**src/rtl/mem_ctrl_pkg.sv**
```systemverilog
// Shared memory-access definitions for the fetch, load/store and memory-controller blocks.
//   MEM_BYTE / MEM_HALF / MEM_WORD : transfer size codes carried on req_size
//   size_bytes()                   : number of bytes moved for a size code
package mem_ctrl_pkg;

   localparam logic [1:0] MEM_BYTE = 2'b00;
   localparam logic [1:0] MEM_HALF = 2'b01;
   localparam logic [1:0] MEM_WORD = 2'b10;

   // Code 2'b11 is not a distinct size; it moves a full word.
   function automatic logic [2:0] size_bytes(input logic [1:0] size);
      case (size)
         MEM_BYTE: return 3'd1;
         MEM_HALF: return 3'd2;
         default:  return 3'd4;
      endcase
   endfunction

endpackage

```
**src/rtl/mem_ctrl.sv**
```systemverilog
// Byte-serial memory controller: turns one byte/half/word request into a sequence of single-byte
// accesses to a synchronous-read RAM and reports completion with a one-cycle mem_rdy pulse.
// Ports:
//   clk_in, rst_in          clock, synchronous active-low reset
//   rdy_in                  global enable, 0 freezes the controller
//   req_valid/addr/size/wr/wdata  request (accepted only in idle)
//   mem_rdy, mem_data       completion pulse and zero-extended read data
//   ram_din                 byte read from RAM (one cycle after its address)
//   ram_dout, ram_a, ram_wr byte write data, byte address, write strobe
module mem_ctrl
   import mem_ctrl_pkg::*;
(
   input  logic        clk_in,
   input  logic        rst_in,
   input  logic        rdy_in,
   input  logic        req_valid,
   input  logic [31:0] req_addr,
   input  logic [1:0]  req_size,
   input  logic        req_wr,
   input  logic [31:0] req_wdata,
   output logic        mem_rdy,
   output logic [31:0] mem_data,
   input  logic [7:0]  ram_din,
   output logic [7:0]  ram_dout,
   output logic [31:0] ram_a,
   output logic        ram_wr
);

   typedef enum logic [1:0] {StIdle, StRead, StWrite, StDone} state_e;

   state_e      state_q;
   logic [31:0] addr_q;
   logic [31:0] wdata_q;
   logic [2:0]  n_q;     // bytes in the transfer
   logic [2:0]  cnt_q;   // read: byte index currently on ram_a; write: next byte to write
   logic [2:0]  cap_q;   // read: next byte to capture
   logic        pend_q;  // ram_din this cycle holds byte cap_q

   logic [2:0] cap_next;
   logic [2:0] cnt_inc;

   always_comb begin
      cap_next = cap_q + {2'b00, pend_q};
      cnt_inc  = cnt_q + 3'd1;
   end

   always_ff @(posedge clk_in) begin
      if (!rst_in) begin
         state_q  <= StIdle;
         mem_rdy  <= 1'b0;
         mem_data <= '0;
         ram_a    <= '0;
         ram_dout <= '0;
         ram_wr   <= 1'b0;
         addr_q   <= '0;
         wdata_q  <= '0;
         n_q      <= '0;
         cnt_q    <= '0;
         cap_q    <= '0;
         pend_q   <= 1'b0;
      end else if (!rdy_in) begin
         ram_wr <= 1'b0;
         // Park the address on the next uncaptured byte so its data is ready on resume.
         if (state_q == StRead) begin
            pend_q <= (cnt_q == cap_q) && (cnt_q < n_q);
            cnt_q  <= cap_q;
            ram_a  <= addr_q + {29'd0, cap_q};
         end
      end else begin
         unique case (state_q)
            StIdle: begin
               if (req_valid) begin
                  addr_q  <= req_addr;
                  wdata_q <= req_wdata;
                  n_q     <= size_bytes(req_size);
                  ram_a   <= req_addr;
                  cap_q   <= '0;
                  pend_q  <= 1'b0;
                  if (req_wr) begin
                     state_q  <= StWrite;
                     ram_wr   <= 1'b1;
                     ram_dout <= req_wdata[7:0];
                     cnt_q    <= 3'd1;
                  end else begin
                     state_q  <= StRead;
                     ram_wr   <= 1'b0;
                     mem_data <= '0;
                     cnt_q    <= '0;
                  end
               end
            end
            StRead: begin
               if (pend_q) begin
                  mem_data[{cap_q[1:0], 3'b000} +: 8] <= ram_din;
               end
               if (pend_q && (cap_next == n_q)) begin
                  state_q <= StDone;
                  mem_rdy <= 1'b1;
               end else begin
                  cap_q  <= cap_next;
                  // Data for the address now on ram_a arrives next cycle.
                  pend_q <= (cnt_q == cap_next) && (cnt_q < n_q);
                  if (cnt_q < n_q) begin
                     cnt_q <= cnt_inc;
                  end
                  if (cnt_inc < n_q) begin
                     ram_a <= addr_q + {29'd0, cnt_inc};
                  end
               end
            end
            StWrite: begin
               if (cnt_q == n_q) begin
                  state_q <= StDone;
                  mem_rdy <= 1'b1;
                  ram_wr  <= 1'b0;
               end else begin
                  ram_wr   <= 1'b1;
                  ram_a    <= addr_q + {29'd0, cnt_q};
                  ram_dout <= wdata_q[{cnt_q[1:0], 3'b000} +: 8];
                  cnt_q    <= cnt_inc;
               end
            end
            StDone: begin
               state_q <= StIdle;
               mem_rdy <= 1'b0;
            end
         endcase
      end
   end

endmodule
```
**config.mk**
```make
export PLATFORM = sky130hd
export DESIGN_NAME = mem_ctrl
export DESIGN_NICKNAME = d
export VERILOG_FILES = /design/src/rtl/mem_ctrl_pkg.sv /design/src/rtl/mem_ctrl.sv
export SDC_FILE = /design/constraint.sdc
export NUM_CORES = 1
export LEC_CHECK = 0
export ABC_AREA = 1
export ABC_CLOCK_PERIOD_IN_PS = 4200
export CELL_PAD_IN_SITES_DETAIL_PLACEMENT = 1
export CELL_PAD_IN_SITES_GLOBAL_PLACEMENT = 1
export CORE_ASPECT_RATIO = 0.9
export CORE_MARGIN = 2
export CORE_UTILIZATION = 40
export DETAILED_ROUTE_END_ITERATION = 10
export GPL_TIMING_DRIVEN = 0
export PLACE_DENSITY_LB_ADDON = 0.1
export SLEW_MARGIN = 20
export SYNTH_ARGS = -nofsm -noshare
export SYNTH_HDL_FRONTEND = slang
export SYNTH_SLANG_ARGS = --single-unit
```
**constraint.sdc**
```tcl
create_clock -name clk_in -period 4.2 [get_ports clk_in]
set_clock_uncertainty 0.15 [all_clocks]
set_input_delay 1.05 -clock clk_in [delete_from_list [all_inputs] [get_ports clk_in]]
set_output_delay 1.05 -clock clk_in [all_outputs]
set_load 0.05 [all_outputs]
```
==> summary.txt <==
Timing
  • Final slew viol count: 0
  • Max Fclk: 256.6 MHz
  • Final setup fails: 0
  • Final hold vios: 0
  • TNS Setup: 0 ps
  • Final Cycle Share: 92.77%
  • Slew @ Worst Pin: 869.2 ps
  • Min Tclk post-route: 3896 ps
  • Relative slew slack: 42.05%
  • RSZ-0062 raised after global routing: no

Placed design
  • DPL Wire Length: 25820 µm
  • # port buffers: roughly 150
  • DP Cell Count: 1801
  • Placer Congestion: 0.9249

Synthesis
  • Cell Area, Synth: about 0.0088 mm²
  • Top_reg_cell synth: dfxtp_1
  • Adder-cell share of the synthesized area: 3.857%
  • EDFF count, synth: 0
  • Yosys warnings: 0
  • Post-synthesis mux area share: 0%
  • Post-synth ARST share: 0%
  • Syn nets: 1463
  • Post-Synthesis Cells: approximately 1400
  • Yosys reg bits: 150
  • Synth Area in XOR/XNOR: 1.687%
  • Sequential share of the synthesized area: 34.03%
  • Simple-Gate Fraction of Synth Area: 28.17%
  • Complex-gate fraction of the synthesized area: 21.71%
  • Main combinational cell family by area after synthesis: simple AND/OR/NAND/NOR gates
  • Library cells used by synthesis: 46
  • Mean Syn Cell Area: 6.498 µm²

Floorplan
  • Die width: 160.6 µm
  • IO Pins: around 150
  • Die H: between 100 and 150 µm
  • Core ar.: 0.02163 mm²
  • Initial cell density of the core: approximately two fifths
  • Row cnt: 51
  • Die area: 0.02327 mm²

Critical path
  • CP max stage delay: 470 ps
  • Worst Path Arrival: 4080 ps
  • Worst-path fanout max: 10
  • Crit. Startpoint: state_q[0]$_SDFFE_PN0P_
  • CP Capture Type: register
  • Startpoint Class: register
  • Worst r2r src: state_q[0]$_SDFFE_PN0P_
  • Slowest stage cell on the critical path: clkbuf_1
  • Critical path, cell by cell: inv_1 -> ha_1 -> inv_2 -> clkbuf_1 -> o21ai_0 -> ha_1 -> nand2_1 -> nor2_1 -> nor2_1 -> nor2_1 -> nand3_1 -> nand2_1 -> nand3_1 -> nand2_1 -> clkinv_1 -> nor2_1 -> nor2_1
  • Crit path required time: around 4400 ps
  • Crit path top cell by count: nor2_1
  • Setup CP Type: reg2reg

Drt
  • Vias per cell: 5.374
  • DRT Pass-1 Iters: 5
  • Final wirelength: 34250 µm
  • Via count: 9851
  • Routed Antenna Nets: 0
  • First DRT Iteration DRCs: 550
  • DRC errors left: 0
  • Wire length per cell after detailed routing: 18.68 µm

GRT
  • Initial antenna violation count: 0
  • Number of global-route vias before repair: 9720
  • Remaining global-route overflow: 0
  • Overall Global Routing Usage: 29.33%
  • Pin count of the biggest net entering global routing: 17
  • First-pass GRT wire length: around 53000 µm

Run status
  • Outcome: completed

Flow run
  • # Max-Cap Violations: 0

Power and ir drop
  • Net Sw Power: between 0.003 and 0.004 W
  • Pwr dens: 681.4 mW/mm²
  • Cell Int Power: 0.003990 W
  • LEAKAGE: 4.373 nW
  • Combinational power share: 51.8%
  • Switching share of total power: 48.26%
  • VDD IR max: between 0.4 and 0.5 mV
  • Share of power burned in registers: 27.1%
  • Clock power share: a little over a fifth

Min path
  • Min-delay worst type: reg2reg
  • Start point of the worst hold path: mem_data[14]$_SDFFE_PN0P_

Clocking
  • CTS clk-pin slew, worst paths: 70 ps
  • Sink Count: 150
  • Clock buffer depth: 2
  • CTS Buf Count: 17
  • Post-CTS Hold Buffers: 0
  • Post-CTS setup repair buffer count: 0
  • H-tree depth: 4
  • Root Buffer: clkbuf_16
  • Clock Latency Late Sink: 440 ps
  • CTS tree: yes

Finish
  • Area grow syn2layout: 28.26%
  • Fill count: 2868
  • Share of cells above drive strength 1: roughly 6%
  • Layout Nets: 1634
  • Post-Layout Cell Count: 1833
  • N_diodes: 0
-- cell families (layout without fill, tap and decap cells) --
family,after synthesis,in the layout
buffers and inverters,227,411
xor gates and xnor gates,17,17
and+or+nand+nor,579,579
DFF,150,150
adders and majority gates,26,26
AOI/OAI and AO/OA,359,359
-- routing by layer --
layer  up-vias  global-route usage [%]  wire, µm
met5         -                       0         0
met4         0                   7.297       504
met3        39                   5.489      2133
met2       333                   47.28     15130
met1      4690                   40.43     16480
li1       4789                       -         -
-- per-stage QoR --
step / util, % / setup WS, ps / instance area (µm²) / power (W) / hold slack [ps]
after floorplan: - / 1424 / 8825 / 0.004710 / 270.5
after CTS: 52.31 / 230.3 / 11320 / 0.007720 / 296.1
after detailed placement: 49.51 / 245.9 / 10710 / 0.006072 / 285.2
final: 52.32 / 303.6 / 11320 / 0.007712 / 293.8
after global placement: 49.51 / 316.7 / 10710 / 0.005973 / 280.3
after global routing: 52.32 / 78.65 / 11320 / 0.008156 / 315.0
-- placed cells by master (no fill, tap or decap), types with 13 or more instances in the layout --
cell,n
nand3_1,95
o21ai_1,20
xor2_1,14
clkdlybuf4s50_1,152
clkbuf_16,17
ha_1,24
o21ai_0,137
a21oi_1,162
clkbuf_1,38
nor3_1,13
nand2_1,252
dfxtp_1,150
nor2_1,175
inv_1,153
-- power groups by stage --
stage               combinational, W  clock, W  sequential [W]
floorplan                    0.00179         0         0.00292
global placement             0.00387         0         0.00210
detailed placement           0.00395         0         0.00212
CTS                          0.00399   0.00164         0.00209
global route                 0.00432   0.00170         0.00214
finish                       0.00400   0.00162         0.00209
-- registers in the layout, indices dropped and copies added (netlist names) --
| name | count |
|---|---|
| mem_rdy | 1 |
| wdata_q | 32 |
| mem_data | 32 |
| state_q | 2 |
| pend_q | 1 |
| cap_q | 3 |
| ram_dout | 8 |
| ram_a | 32 |
| cnt_q | 3 |
| n_q | 3 |
| addr_q | 32 |
| ram_wr | 1 |
-- worst paths after layout --
kind | cells past startpoint | slack [ps] | end
setup / recovery | 17 | 300 | ram_a[31]$_SDFFE_PN0P_
hold reg to reg | 2 | 290 | mem_data[14]$_SDFFE_PN0P_
setup reg to reg | 17 | 300 | ram_a[31]$_SDFFE_PN0P_
hold / removal | 2 | 290 | mem_data[14]$_SDFFE_PN0P_
-- Yosys cell counts (2+ instances only) --
cell	instances	area, µm²
inv_2	4	15.01
nand2_4	2	22.52
o21bai_1	9	67.56
or2_2	3	18.77
nor2_4	8	90.09
a21oi_1	162	810.8
o22ai_1	2	12.51
o21ai_2	4	35.03
a22oi_1	2	15.01
inv_1	153	574.3
nand2_2	7	43.79
fa_1	2	40.04
nor2_1	176	660.6
nand3_1	95	475.5
buf_1	7	26.28
clkinv_1	4	15.01
nor3_1	13	65.06
nand2_1	252	945.9
a21o_1	5	37.54
nand4_1	11	68.82
clkbuf_1	38	142.6
nor2_2	6	37.54
a31oi_1	5	31.28
o21ai_0	137	685.7
buf_6	7	78.83
o211ai_1	2	15.01
a211oi_2	2	25.02
xor2_1	14	122.6
xnor2_1	3	26.28
dfxtp_1	150	3003
buf_4	3	22.52
buf_2	10	50.05
a211oi_1	5	37.54
ha_1	24	300.3
o21ai_1	20	100.1
-- critical path, delay by kind of cell (launching register included) --
kind,cells,cell delay [ps]
AOI/OAI and AO/OA,1,280
adders and majority gates,2,780
buffers and inverters,4,830
DFF,1,390
and+or+nand+nor,10,1350
-- final cells by class --
class / instances / area, µm² / area share (%)
tap: 291 / 364.1 / 3.217
clock buffer: 18 / 439.2 / 3.880
timing repair buffer: 152 / 1521 / 13.44
buffer: 65 / 320.3 / 2.830
multi-input combinational: 981 / 4893 / 43.23
sequential: 150 / 3003 / 26.53
clock inverter: 14 / 166.4 / 1.470
inverter: 162 / 610.6 / 5.395
-- repair_timing --
action	4_1_cts	5_1_grt
endpoints found under the setup margin	0	2
endpoints found under the hold margin	0	0
gates resized for setup	0	1
No activity file was read; power rests on OpenSTA's default activity.
